File: src/rtl/rc_adaptive_xy_if.sv
// Flit/handshake bundle between the input buffer, the route-compute stage
// and the switch allocator; pressures come from the four downstream ports.
interface rc_adaptive_xy_if #(
    parameter int DATASIZE = 40,
    parameter int WIDTH    = 3
);
    logic [DATASIZE-1:0] data_in;
    logic                valid_in;
    logic                ready_out;
    logic [WIDTH:0]      N_pressure_in;
    logic [WIDTH:0]      E_pressure_in;
    logic [WIDTH:0]      S_pressure_in;
    logic [WIDTH:0]      W_pressure_in;
    logic [DATASIZE-1:0] data_out;
    logic [3:0]          direction_out;
    logic                valid_out;
    logic                ready_in;
    logic                err_out;

    modport slave (
        input  data_in, valid_in, N_pressure_in, E_pressure_in, S_pressure_in,
               W_pressure_in, ready_in,
        output ready_out, data_out, direction_out, valid_out, err_out
    );

    modport master (
        output data_in, valid_in, N_pressure_in, E_pressure_in, S_pressure_in,
               W_pressure_in, ready_in,
        input  ready_out, data_out, direction_out, valid_out, err_out
    );
endinterface

File: src/rtl/rc_adaptive_xy.sv
// Route-compute stage: XY or minimal-adaptive direction per packet, held for
// the whole wormhole, presented through a one-deep registered valid/ready stage.
module rc_adaptive_xy #(
    parameter int DATASIZE = 40,
    parameter int WIDTH    = 3,
    parameter int X_W      = 2,
    parameter int Y_W      = 2,
    parameter int DST_LSB  = 32,
    parameter int TYPE_LSB = 0,
    parameter int MY_X     = 1,
    parameter int MY_Y     = 0,
    parameter int MESH_X   = 4,
    parameter int MESH_Y   = 4,
    parameter bit ADAPTIVE = 1'b1
) (
    input logic            rc_clk,
    input logic            rst_n,
    rc_adaptive_xy_if.slave bus
);
    typedef enum logic [1:0] {FT_SINGLE = 2'b00, FT_HEAD = 2'b01, FT_BODY = 2'b10, FT_TAIL = 2'b11} flit_t;
    typedef enum logic {IDLE, LOCKED} state_t;

    localparam logic [3:0] DIR_W     = 4'b1000;
    localparam logic [3:0] DIR_N     = 4'b0100;
    localparam logic [3:0] DIR_E     = 4'b0010;
    localparam logic [3:0] DIR_S     = 4'b0001;
    localparam logic [3:0] DIR_LOCAL = 4'b0000;
    localparam logic [3:0] DIR_NONE  = 4'b1111;

    state_t         state, state_nxt;
    logic [3:0]     locked_dir, lock_nxt;
    logic [3:0]     route_dir, dir_sel;
    logic           route_err, err_sel;
    logic           accept;
    flit_t          ftype;
    logic [X_W-1:0] dst_x;
    logic [Y_W-1:0] dst_y;
    logic           x_gt, x_lt, y_gt, y_lt, out_of_range;
    logic [3:0]     x_dir, y_dir;
    logic [WIDTH:0] x_press, y_press;

    assign bus.ready_out = !bus.valid_out || bus.ready_in;
    assign accept        = bus.valid_in && bus.ready_out;

    assign ftype = flit_t'(bus.data_in[TYPE_LSB +: 2]);
    assign dst_x = bus.data_in[DST_LSB +: X_W];
    assign dst_y = bus.data_in[DST_LSB + X_W +: Y_W];

    assign x_gt = int'(dst_x) > MY_X;
    assign x_lt = int'(dst_x) < MY_X;
    assign y_gt = int'(dst_y) > MY_Y;
    assign y_lt = int'(dst_y) < MY_Y;
    assign out_of_range = (int'(dst_x) >= MESH_X) || (int'(dst_y) >= MESH_Y);

    // Increasing y heads south, increasing x heads east.
    assign x_dir   = x_gt ? DIR_E : DIR_W;
    assign y_dir   = y_gt ? DIR_S : DIR_N;
    assign x_press = x_gt ? bus.E_pressure_in : bus.W_pressure_in;
    assign y_press = y_gt ? bus.S_pressure_in : bus.N_pressure_in;

    // NOTE: every always_comb output gets a default first so no path infers a latch.
    always_comb begin
        route_dir = DIR_LOCAL;
        route_err = 1'b0;
        if (out_of_range) begin
            route_dir = DIR_NONE;
            route_err = 1'b1;
        end else if ((x_gt || x_lt) && (y_gt || y_lt)) begin
            route_dir = (!ADAPTIVE || x_press <= y_press) ? x_dir : y_dir;
        end else if (x_gt || x_lt) begin
            route_dir = x_dir;
        end else if (y_gt || y_lt) begin
            route_dir = y_dir;
        end
    end

    always_comb begin
        state_nxt = state;
        lock_nxt  = locked_dir;
        dir_sel   = DIR_NONE;
        err_sel   = 1'b0;
        if (accept) begin
            case (ftype)
                FT_SINGLE: begin
                    dir_sel   = route_dir;
                    err_sel   = route_err || (state == LOCKED);
                    state_nxt = IDLE;
                end
                FT_HEAD: begin
                    dir_sel   = route_dir;
                    err_sel   = route_err || (state == LOCKED);
                    lock_nxt  = route_dir;
                    state_nxt = LOCKED;
                end
                FT_BODY: begin
                    if (state == LOCKED) dir_sel = locked_dir;
                    else                 err_sel = 1'b1;
                end
                FT_TAIL: begin
                    if (state == LOCKED) begin
                        dir_sel   = locked_dir;
                        state_nxt = IDLE;
                    end else begin
                        err_sel = 1'b1;
                    end
                end
            endcase
        end
    end

    // NOTE: reset is synchronous, so it lives inside the clocked branch, not the sensitivity list.
    always_ff @(posedge rc_clk) begin
        if (!rst_n) begin
            state      <= IDLE;
            locked_dir <= DIR_NONE;
        end else begin
            state      <= state_nxt;
            locked_dir <= lock_nxt;
        end
    end

    always_ff @(posedge rc_clk) begin
        if (!rst_n) begin
            bus.data_out      <= '0;
            bus.direction_out <= DIR_NONE;
            bus.valid_out     <= 1'b0;
            bus.err_out       <= 1'b0;
        end else begin
            bus.err_out <= accept && err_sel;
            if (accept) begin
                bus.data_out      <= bus.data_in;
                bus.direction_out <= dir_sel;
                bus.valid_out     <= 1'b1;
            end else if (bus.valid_out && bus.ready_in) begin
                bus.direction_out <= DIR_NONE;
                bus.valid_out     <= 1'b0;
            end
        end
    end
endmodule

File: src/flat_wrapper.sv
// flat-port wrapper written by rule: the top's interface ports become plain ports
module rc_adaptive_xy_flat 
#(
    parameter int DATASIZE = 40,
    parameter int WIDTH    = 3,
    parameter int X_W      = 2,
    parameter int Y_W      = 2,
    parameter int DST_LSB  = 32,
    parameter int TYPE_LSB = 0,
    parameter int MY_X     = 1,
    parameter int MY_Y     = 0,
    parameter int MESH_X   = 4,
    parameter int MESH_Y   = 4,
    parameter bit ADAPTIVE = 1'b1
)
  (rc_clk, rst_n, bus_data_in, bus_valid_in, bus_N_pressure_in, bus_E_pressure_in, bus_S_pressure_in, bus_W_pressure_in, bus_ready_in, bus_ready_out, bus_data_out, bus_direction_out, bus_valid_out, bus_err_out);
  rc_adaptive_xy_if #(.DATASIZE(DATASIZE), .WIDTH(WIDTH)) bus_i ();
  input logic rc_clk;
  input logic rst_n;
  input wire logic [$bits(bus_i.data_in)-1:0] bus_data_in;
  input wire logic [$bits(bus_i.valid_in)-1:0] bus_valid_in;
  input wire logic [$bits(bus_i.N_pressure_in)-1:0] bus_N_pressure_in;
  input wire logic [$bits(bus_i.E_pressure_in)-1:0] bus_E_pressure_in;
  input wire logic [$bits(bus_i.S_pressure_in)-1:0] bus_S_pressure_in;
  input wire logic [$bits(bus_i.W_pressure_in)-1:0] bus_W_pressure_in;
  input wire logic [$bits(bus_i.ready_in)-1:0] bus_ready_in;
  output wire logic [$bits(bus_i.ready_out)-1:0] bus_ready_out;
  output wire logic [$bits(bus_i.data_out)-1:0] bus_data_out;
  output wire logic [$bits(bus_i.direction_out)-1:0] bus_direction_out;
  output wire logic [$bits(bus_i.valid_out)-1:0] bus_valid_out;
  output wire logic [$bits(bus_i.err_out)-1:0] bus_err_out;
  assign bus_i.data_in = bus_data_in;
  assign bus_i.valid_in = bus_valid_in;
  assign bus_i.N_pressure_in = bus_N_pressure_in;
  assign bus_i.E_pressure_in = bus_E_pressure_in;
  assign bus_i.S_pressure_in = bus_S_pressure_in;
  assign bus_i.W_pressure_in = bus_W_pressure_in;
  assign bus_i.ready_in = bus_ready_in;
  assign bus_ready_out = bus_i.ready_out;
  assign bus_data_out = bus_i.data_out;
  assign bus_direction_out = bus_i.direction_out;
  assign bus_valid_out = bus_i.valid_out;
  assign bus_err_out = bus_i.err_out;
  rc_adaptive_xy #(.DATASIZE(DATASIZE), .WIDTH(WIDTH), .X_W(X_W), .Y_W(Y_W), .DST_LSB(DST_LSB), .TYPE_LSB(TYPE_LSB), .MY_X(MY_X), .MY_Y(MY_Y), .MESH_X(MESH_X), .MESH_Y(MESH_Y), .ADAPTIVE(ADAPTIVE)) u_core (.rc_clk(rc_clk), .rst_n(rst_n), .bus(bus_i));
endmodule
File: config.mk
export PLATFORM = sky130hd
export DESIGN_NAME = rc_adaptive_xy_flat
export DESIGN_NICKNAME = d
export VERILOG_FILES = /design/src/rtl/rc_adaptive_xy_if.sv /design/src/rtl/rc_adaptive_xy.sv /design/src/flat_wrapper.sv
export SDC_FILE = /design/constraint.sdc
export NUM_CORES = 1
export LEC_CHECK = 0
export ABC_AREA = 1
export CAP_MARGIN = 5
export CORE_ASPECT_RATIO = 0.9
export CORE_MARGIN = 2
export CORE_UTILIZATION = 45
export CTS_BUF_LIST = sky130_fd_sc_hd__clkbuf_8
export CTS_CLUSTER_SIZE = 28
export DETAILED_ROUTE_END_ITERATION = 6
export PLACE_DENSITY = 0.88
export RECOVER_POWER = 50
export SLEW_MARGIN = 30
export SYNTH_ARGS = -nofsm -noshare
export SYNTH_HDL_FRONTEND = slang
export SYNTH_SLANG_ARGS = --single-unit
File: constraint.sdc
create_clock -name rc_clk -period 3.49 [get_ports rc_clk]
set_input_delay 0.698 -clock rc_clk [delete_from_list [all_inputs] [get_ports rc_clk]]
set_output_delay 0.698 -clock rc_clk [all_outputs]
set_load 0.02 [all_outputs]
==> flow_summary.ini, run 1 <==
[status]
outcome = completed

[setup_path]
r2r_start = u_core.bus.valid_out$_SDFFE_PN0P_
worstRegToRegCells = 6
timing.rr.end = u_core.locked_dir[2]$_SDFFE_PN1P_
critPathKind = input pin to primary output
crit_required_ns = 2.79
critPathMostFrequentCell = clkdlybuf4s50_1
crit_path_start_kind = input pin
critPathMaxStageDelay_ns = 0.61
r2r_slack_ns = 1.81
critical_path.top_delay_family = buffers and inverters
crit_chain = clkdlybuf4s50_1 > inv_1 > nand2_2 > clkdlybuf4s50_1
worstPathMaxFanout = 3
worstPathArrival_ns = 1.95
crit_slowest_cell = clkdlybuf4s50_1
path_buf_inv = 3
end_kind = primary output

[grt]
antenna_found_initial = 0
grt_pass1_wl_um = 8825
grt_max_degree = 49
grt_pass1_vias = 2103
grtUsageTotal = 0.1992
grt-ovfl-total = 0

[floorplanning]
start_util = 0.4612
io_pins = 107
coreArea_um2 = 4775
die-area_um2 = 5470
die_w_um = 77.74
num_rows = 24
die_height_um = 70.37

[synth]
synthFlopType = dfxtp_1
synth_top_cell_by_area = dfxtp_1
synth_common_cells = nor2_1, dfxtp_1, nand2_1
syn_area_um2 = 2202
post_synth_inst_count = 287
syn-num-nets = 355
ys_top_cells_by_area = dfxtp_1, nor2_1, nand2_1, o21ai_0, ha_1
synth-seq-area-share = 0.4636
yosysMostFrequentCell = nor2_1
postSynthAreaPerCell_um2 = 7.673
synth_enable_flop_cells = 0
ys_types = 26
ys_async_sr_fraction = 0
synth-seq-cells = 51
yosys_warnings = 0
synth_top_area_frac = 0.4636

[final_layout]
fill_cells = 413
diodes = 0
areaGrowthSynthToFinish_pct = 51.25
final_net_count = 455
regArea_um2 = 1021
drive_above_1_share = 0.05670
multi_input_area_um2 = 983.4

[route]
routed_wl_um = 5390
num_vias = 2159
ant_nets = 0
drc = 0
dr.pass1.iters = 4
avgRoutedWirePerCell_um = 11.90
drt_iter0_drc = 62
vias_per_cell = 4.766

[sta]
fmax_ghz = 0.3778
fin_crit_sh = 0.7584
fin_crit_ns = 2.647
worst_slew_pin_slew_ns = 0.4564
hold_violations = 0
fin_hold_ws_ns = 0.4775
finalSetupViolCount = 0
slew_viol_final = 0
finClkSkew_ns = 0.005008
rsz0062_at_grt = false
maxSlewHeadroom = 0.6957
tns_ns = 0

[clocking]
post-cts-setup-buffers = 0
cts-hold-fix-buffers = 0
cts_resized = 0
cts_buffers = 5
cts.htree.levels = 2
cts.clk_slew.worst_paths_ns = 0.09
cts_buffer_depth = 2
cts_root_buf = clkbuf_8
clock-sinks = 51
cts_tree = built
clk_latency_ns = 0.30

[flow_run]
max-cap-violations = 0

[placed_design]
place_congestion = 0.8124
io_buffers = 106
dp_hpwl_um = 3908

[min_path]
hold_class = register to register
min_to = u_core.locked_dir[0]$_SDFFE_PN1P_
min_from = u_core.locked_dir[0]$_SDFFE_PN1P_
holdPathStages = 2

[pwr]
irDropWorstVdd_uv = 248.7
power_mw = 1.336
p_per_area_nw_per_um2 = 401.0
p_leak_nw = 1.511
-- worst max-delay path by stage --
stage	start	to	slack (ns)	cells past startpoint
floorplan	bus_data_in[33]	u_core.bus.direction_out[0]$_SDFFE_PN1P_	1.50	15
global placement	bus_valid_in	u_core.locked_dir[2]$_SDFFE_PN1P_	0.87	6
detailed placement	bus_data_in[33]	u_core.bus.direction_out[0]$_SDFFE_PN1P_	0.78	15
CTS	bus_ready_in	bus_ready_out	0.84	4
global route	bus_ready_in	bus_ready_out	0.81	4
finish	bus_ready_in	bus_ready_out	0.84	4
-- worst reg2reg max path, stage by stage (launching register included) --
cell and delay, ns:
dfxtp_1 0.36, nand2_2 0.12, nand2_4 0.25, inv_4 0.45, nand2_2 0.13, inv_1 0.13, o21ai_0 0.09
-- report_power, final --
group	total [mW]	switching [mW]	internal, mW	leakage [nW]
sequential	0.647	0.0203	0.626	0.423
combinational	0.333	0.174	0.160	1.04
clock	0.355	0.193	0.162	0.0474
total	1.34	0.387	0.948	1.51
-- cell families (layout without fill, tap and decap cells) --
group | Yosys count | count (layout) | share of synthesized area
simple gates | 131 | 131 | 0.2409
mux | 4 | 4 | 0.01818
compound gates | 59 | 59 | 0.1420
buf+inv | 34 | 135 | 0.08977
fa+ha+maj | 8 | 8 | 0.04546
flops | 51 | 51 | 0.4636
-- per-stage QoR --
stage | instances | setup slack (ns) | util | cell area (um2)
global route | 453 | 0.8063 | 0.6976 | 3331
global placement | 445 | 0.8742 | 0.6769 | 3232
floorplan | 287 | 1.504 | - | 2202
detailed placement | 445 | 0.7820 | 0.6769 | 3232
CTS | 453 | 0.8392 | 0.6976 | 3331
finish | 453 | 0.8431 | 0.6976 | 3331
-- final cells by class --
cell class,count,area share
repair buffers,107,0.3208
inverters,20,0.02329
multi-input cells,202,0.2953
clock inverters,2,0.004884
clock buffers,6,0.02479
flip-flops and latches,51,0.3065
well taps,65,0.02442
-- cells in the final DEF, fill, tap and decap left out, types with 2 or more instances in the layout --
cell / count
a21oi_1: 10
clkbuf_8: 6
clkdlybuf4s50_1: 60
dfxtp_1: 51
dlygate4sd3_1: 46
ha_1: 8
inv_1: 17
inv_2: 2
mux2i_1: 4
nand2_1: 38
nand2_2: 3
nand3_1: 9
nor2_1: 77
o21ai_0: 27
o21ai_1: 17
o21ai_2: 4
-- state kept, by name, indices dropped and copies added, names as in the netlist --
signal                    count
u_core.state                  1
u_core.bus.valid_out          1
u_core.bus.direction_out      4
u_core.bus.err_out            1
u_core.bus.data_out          40
u_core.locked_dir             4
-- per-layer routing --
metal  share of wire  global-route usage
met1            0.43              0.2174
met2            0.49              0.3716
met3           0.065             0.05426
met4           0.011             0.05952
met5               0                   0
Note: power is estimated with default switching activity, not from simulation.
==> run 2: changes to the inputs <==
- CORE_UTILIZATION: 45 -> 42
- PLACE_DENSITY: 0.88 -> 0.83
- clock period: 3.49 -> 2.75 ns (I/O delays scaled with it)
==> run 2 against run 1 <==
Sequential power is 27% higher. Critical endpoint unchanged. Combinational power is 32% higher. Global-route usage is 0.83 points lower. Cell area is 1.1% higher. Critical path type unchanged. Count of clock-buffer cells in the layout stayed put. Routed wire length is 0.76% lower. Hold slack hardly changed. Clock power is 50% higher. Register-to-register slack worse by 0.95 ns.
==> flow_summary.ini, run 2 (same netlist as run 1, synthesis figures left out) <==
[status]
outcome = completed

[clocking]
post-cts-setup-buffers = 0
cts-hold-fix-buffers = 0
cts.clk_slew.worst_paths_ns = 0.08
clk_latency_ns = 0.30
cts_buffers = 5
clock-sinks = 51
cts_tree = built
cts_root_buf = clkbuf_8
cts_buffer_depth = 2
cts.htree.levels = 2
cts_resized = 0

[route]
num_vias = 2143
routed_wl_um = 5349
avgRoutedWirePerCell_um = 11.73
ant_nets = 0
vias_per_cell = 4.700
drt_iter0_drc = 73
dr.pass1.iters = 4
drc = 0

[setup_path]
worstPathMaxFanout = 3
end_kind = primary output
crit_required_ns = 2.20
path_buf_inv = 3
critical_path.top_delay_family = buffers and inverters
crit_slowest_cell = clkdlybuf4s50_1
worstPathArrival_ns = 1.80
critPathMostFrequentCell = clkdlybuf4s50_1
critPathMaxStageDelay_ns = 0.63
critPathKind = input pin to primary output
crit_chain = clkdlybuf4s50_1 > inv_1 > nand2_2 > clkdlybuf4s50_1
crit_path_start_kind = input pin

[final_layout]
mostFrequentLayoutCell = clkdlybuf4s50_1
instances_no_fill = 456
final_net_count = 458
largest_registers = u_core.bus.data_out x40, u_core.bus.direction_out x4, u_core.locked_dir x4
diodes = 0
post-route-util = 0.6793
drive_above_1_share = 0.06138
areaGrowthSynthToFinish_pct = 52.84
top_register = u_core.bus.data_out
largest_register_ffs = 40
final_cell_mix = clkdlybuf4s50_1, nor2_1, dfxtp_1, nand2_1, o21ai_0

[floorplanning]
die_w_um = 80.33
start_util = 0.4444
die_height_um = 72.70
num_rows = 24
coreArea_um2 = 4955
io_pins = 107
die-area_um2 = 5839

[grt]
grtUsageMet2 = 0.3472
grt_max_degree = 33
use_met1 = 0.2209
grt_pass1_vias = 2085
grt_busiest_layer = met2
grtUsageTotal = 0.1909
antenna_found_initial = 0
grt_pass1_wl_um = 8921
grt_util_met3 = 0.04950
grt-ovfl-total = 0

[sta]
fin_ws_ns = 0.4028
finalSetupViolCount = 0
finClkSkew_ns = 0.007659
tns_ns = 0
fmax_ghz = 0.4260
fin_hold_ws_ns = 0.4773
fin_crit_sh = 0.8535
hold_violations = 0
maxSlewHeadroom = 0.5735
fin_crit_ns = 2.347
slew_viol_final = 0
rsz0062_at_grt = false
worst_slew_pin_slew_ns = 0.6377

[placed_design]
place_congestion = 0.7518
io_buffers = 106
pre_cts_ws_ns = 0.2115
dp_hpwl_um = 4033
dp.cells = 448

[pwr]
irDropWorstVdd_uv = 380.3
p_per_area_nw_per_um2 = 532.3
p_leak_nw = 1.481

[min_path]
hold_class = register to register

[flow_run]
max-cap-violations = 0
-- run 2: final cells by class --
type	count	area [um2]
Inverter	20	76.32
Clock inverter	2	35.03
Tap cell	65	81.33
Clock buffer	6	82.58
Sequential cell	51	1021
Fill cell	447	1589
Timing Repair Buffer	110	1089
Multi-Input combinational cell	202	980.9
-- run 2: per-stage QoR --
stage,cell area (um2),total power [mW]
finish,3366,1.792
global route,3366,1.877
global placement,3267,1.281
detailed placement,3267,1.291
floorplan,2202,1.074
CTS,3385,1.818
-- run 2: per-layer routing --
| layer | part of all wire | vias up |
|---|---|---|
| met5 | 0 | - |
| met4 | 0.015 | 0 |
| met3 | 0.066 | 9 |
| met2 | 0.48 | 73 |
| met1 | 0.44 | 941 |
| li1 | - | 1120 |
-- run 2: worst register-to-register path, stage by stage (launching register included) --
cell and delay [ns]:
dfxtp_1 0.41, nand2_2 0.11, nand2_4 0.14, clkinvlp_2 0.40, buf_2 0.46, nor2_1 0.20
nor2_1 0.07
-- run 2: final timing paths --
| check | start | to | slack (ns) | cells past startpoint |
|---|---|---|---|---|
| hold / removal | u_core.locked_dir[0]$_SDFFE_PN1P_ | u_core.locked_dir[0]$_SDFFE_PN1P_ | 0.48 | 2 |
| setup / recovery | bus_ready_in | bus_ready_out | 0.40 | 4 |
| hold reg to reg | u_core.locked_dir[0]$_SDFFE_PN1P_ | u_core.locked_dir[0]$_SDFFE_PN1P_ | 0.48 | 2 |
| setup reg to reg | u_core.bus.valid_out$_SDFFE_PN0P_ | u_core.bus.data_out[4]$_SDFFE_PN0P_ | 0.86 | 6 |
-- run 2: report_power, final --
| group | internal (mW) | switching (mW) | leakage, nW |
|---|---|---|---|
| registers | 0.795 | 0.0260 | 0.423 |
| logic | 0.217 | 0.221 | 0.997 |
| clock network | 0.294 | 0.238 | 0.0612 |
==> run 3: changes to the inputs <==
- ABC_AREA: 1 -> not set
- PLACE_DENSITY: 0.83 -> 0.82
==> run 3 against run 2 <==
Non-clock buffer count rose by 6. Via count fell by 1.9%. Clock skew fell by 0.0012 ns. Utilization fell by 2.1 points. Die area rose by 2.4%. Count of clock-buffer cells in the layout fell by 1. Maximum frequency fell by 5.2%. Synthesized cell count fell by 9.8%. Critical endpoint is now u_core.locked_dir[0]$_SDFFE_PN1P_. Flip-flop and latch count did not move. Critical path type is now input pin to register. Largest power group unchanged.
==> flow_summary.ini, run 3 <==
[clocking]
post-cts-setup-buffers = 0
cts.clk_slew.worst_paths_ns = 0.09
cts_resized = 0
cts_root_buf = clkbuf_8
cts_buffers = 5
cts.htree.levels = 2
cts_buffer_depth = 2
clk_latency_ns = 0.30
cts_tree = built
cts-hold-fix-buffers = 0
clock-sinks = 51

[setup_path]
end_kind = register
worstPathMaxFanout = 5
critPathKind = input pin to register
crit_path_start_kind = input pin
worstPathArrival_ns = 2.64
crit_required_ns = 2.91

[final_layout]
largest_register_ffs = 40
final_net_count = 434
instances_no_fill = 434
final_cell_mix = nand2_1, clkdlybuf4s50_1, dfxtp_1, a21boi_0, dlygate4sd3_1
mostFrequentLayoutCell = nand2_1
drive_above_1_share = 0.06812
fill_cells = 465
largest_registers = u_core.bus.data_out x40, u_core.bus.direction_out x4, u_core.locked_dir x4
areaGrowthSynthToFinish_pct = 52.27
multi_input_area_um2 = 1096
regArea_um2 = 1021
diodes = 0
post-route-util = 0.6580
top_register = u_core.bus.data_out

[floorplanning]
io_pins = 107
num_rows = 25
die_w_um = 81.28
die-area_um2 = 5977
coreArea_um2 = 5224
start_util = 0.4321
die_height_um = 73.55

[status]
outcome = completed

[synth]
syn_area_um2 = 2257
syn-num-nets = 327
postSynthAreaPerCell_um2 = 8.715
yosys_warnings = 0
synth-seq-cells = 51
yosysMostFrequentCell = nand2_1
synth-seq-area-share = 0.4523
synth_top_area_frac = 0.4523
ys_async_sr_fraction = 0
synthFlopType = dfxtp_1
synth_common_cells = nand2_1, dfxtp_1, a21boi_0
synth_enable_flop_cells = 0
ys_top_cells_by_area = dfxtp_1, nand2_1, a21boi_0, a21boi_1, ha_1
synth_top_cell_by_area = dfxtp_1
post_synth_inst_count = 259
ys_types = 39

[grt]
antenna_found_initial = 0
grt_pass1_wl_um = 8673
grt-ovfl-total = 0
grt_pass1_vias = 1994
grtUsageTotal = 0.1866
grt_max_degree = 30

[placed_design]
place_congestion = 0.7957
dp.cells = 426
io_buffers = 106
dp_hpwl_um = 4198

[route]
routed_wl_um = 5492
num_vias = 2103
ant_nets = 0
vias_per_cell = 4.846
drt_iter0_drc = 59
drc = 0
avgRoutedWirePerCell_um = 12.65
dr.pass1.iters = 4

[min_path]
hold_class = register to register

[sta]
fin_hold_ws_ns = 0.4563
fmax_ghz = 0.4038
hold_violations = 0
fin_crit_ns = 2.476
worst_slew_pin_slew_ns = 1.117
rsz0062_at_grt = false
fin_crit_sh = 0.9004
maxSlewHeadroom = 0.2552
slew_viol_final = 0
finalSetupViolCount = 0
finClkSkew_ns = 0.006443

[pwr]
p_leak_nw = 1.406
irDropWorstVdd_uv = 213.2
p_per_area_nw_per_um2 = 459.7

[flow_run]
max-cap-violations = 0
## run 3: changes by cell type after synthesis, sizes merged, moves of 3 or more
cell,change
nand2,+41
nor2,-71
inv,-14
a21oi,-6
o21a,+4
o22ai,+3
mux2,+4
o21ai,-41
nand3,-8
a21boi,+40
## run 3: final timing paths
kind | start | end | slack (ns) | cells after the start
max | bus_data_in[33] | u_core.locked_dir[0]$_SDFFE_PN1P_ | 0.27 | 7
min | u_core.bus.data_out[16]$_SDFFE_PN0P_ | u_core.bus.data_out[16]$_SDFFE_PN0P_ | 0.46 | 2
min reg2reg | u_core.bus.data_out[16]$_SDFFE_PN0P_ | u_core.bus.data_out[16]$_SDFFE_PN0P_ | 0.46 | 2
max reg2reg | u_core.bus.valid_out$_SDFFE_PN0P_ | u_core.bus.data_out[6]$_SDFFE_PN0P_ | 0.67 | 6
## run 3: per-layer routing
layer	global-route usage	routed length, um
met1	0.2123	2306
met2	0.3206	2647
met3	0.06265	461
met5	0	0
met4	0.07533	77
## run 3: power by group
group	switching, mW	internal (mW)
Sequential	0.0207	0.782
Combinational	0.176	0.201
Clock	0.228	0.172
## run 3: cells by family (layout without fill, tap and decap cells)
group / Yosys count / in the layout / synth area share
AND/OR/NAND/NOR: 104 / 104 / 0.1973
AO/OA/AOI/OAI: 65 / 65 / 0.2068
flip-flops: 51 / 51 / 0.4523
buffers and inverters: 22 / 130 / 0.05765
adder cells (fa/ha/maj): 8 / 8 / 0.04435
multiplexers: 8 / 8 / 0.03769
XOR/XNOR: 1 / 1 / 0.003881
## run 3: area by class of cell
| class | instances | share of cell area |
|---|---|---|
| inverter | 6 | 0.006553 |
| clock inverter | 3 | 0.003640 |
| multi-input combinational | 186 | 0.3189 |
| sequential | 51 | 0.2971 |
| timing repair buffer | 116 | 0.3295 |
| clock buffer | 5 | 0.02002 |
| tap | 67 | 0.02439 |
## run 3: worst max-delay path: stages
cell             delay [ns]
clkdlybuf4s50_1        0.58
mux2_2                 0.37
ha_1                   0.31
o21ai_0                0.20
a21oi_2                0.07
o21ai_0                0.38
a41oi_1                0.18
## run 3: per-stage QoR
step | setup TNS, ns | setup WS (ns) | total power [mW] | cell area (um2)
global placement | 0 | 0.02706 | 1.205 | 3369
detailed placement | -0.01406 | -0.01406 | 1.213 | 3369
floorplan | 0 | 0.5045 | 1.013 | 2257
global route | 0 | 0.1837 | 1.664 | 3437
finish | 0 | 0.2738 | 1.580 | 3437
CTS | 0 | 0.3046 | 1.616 | 3451
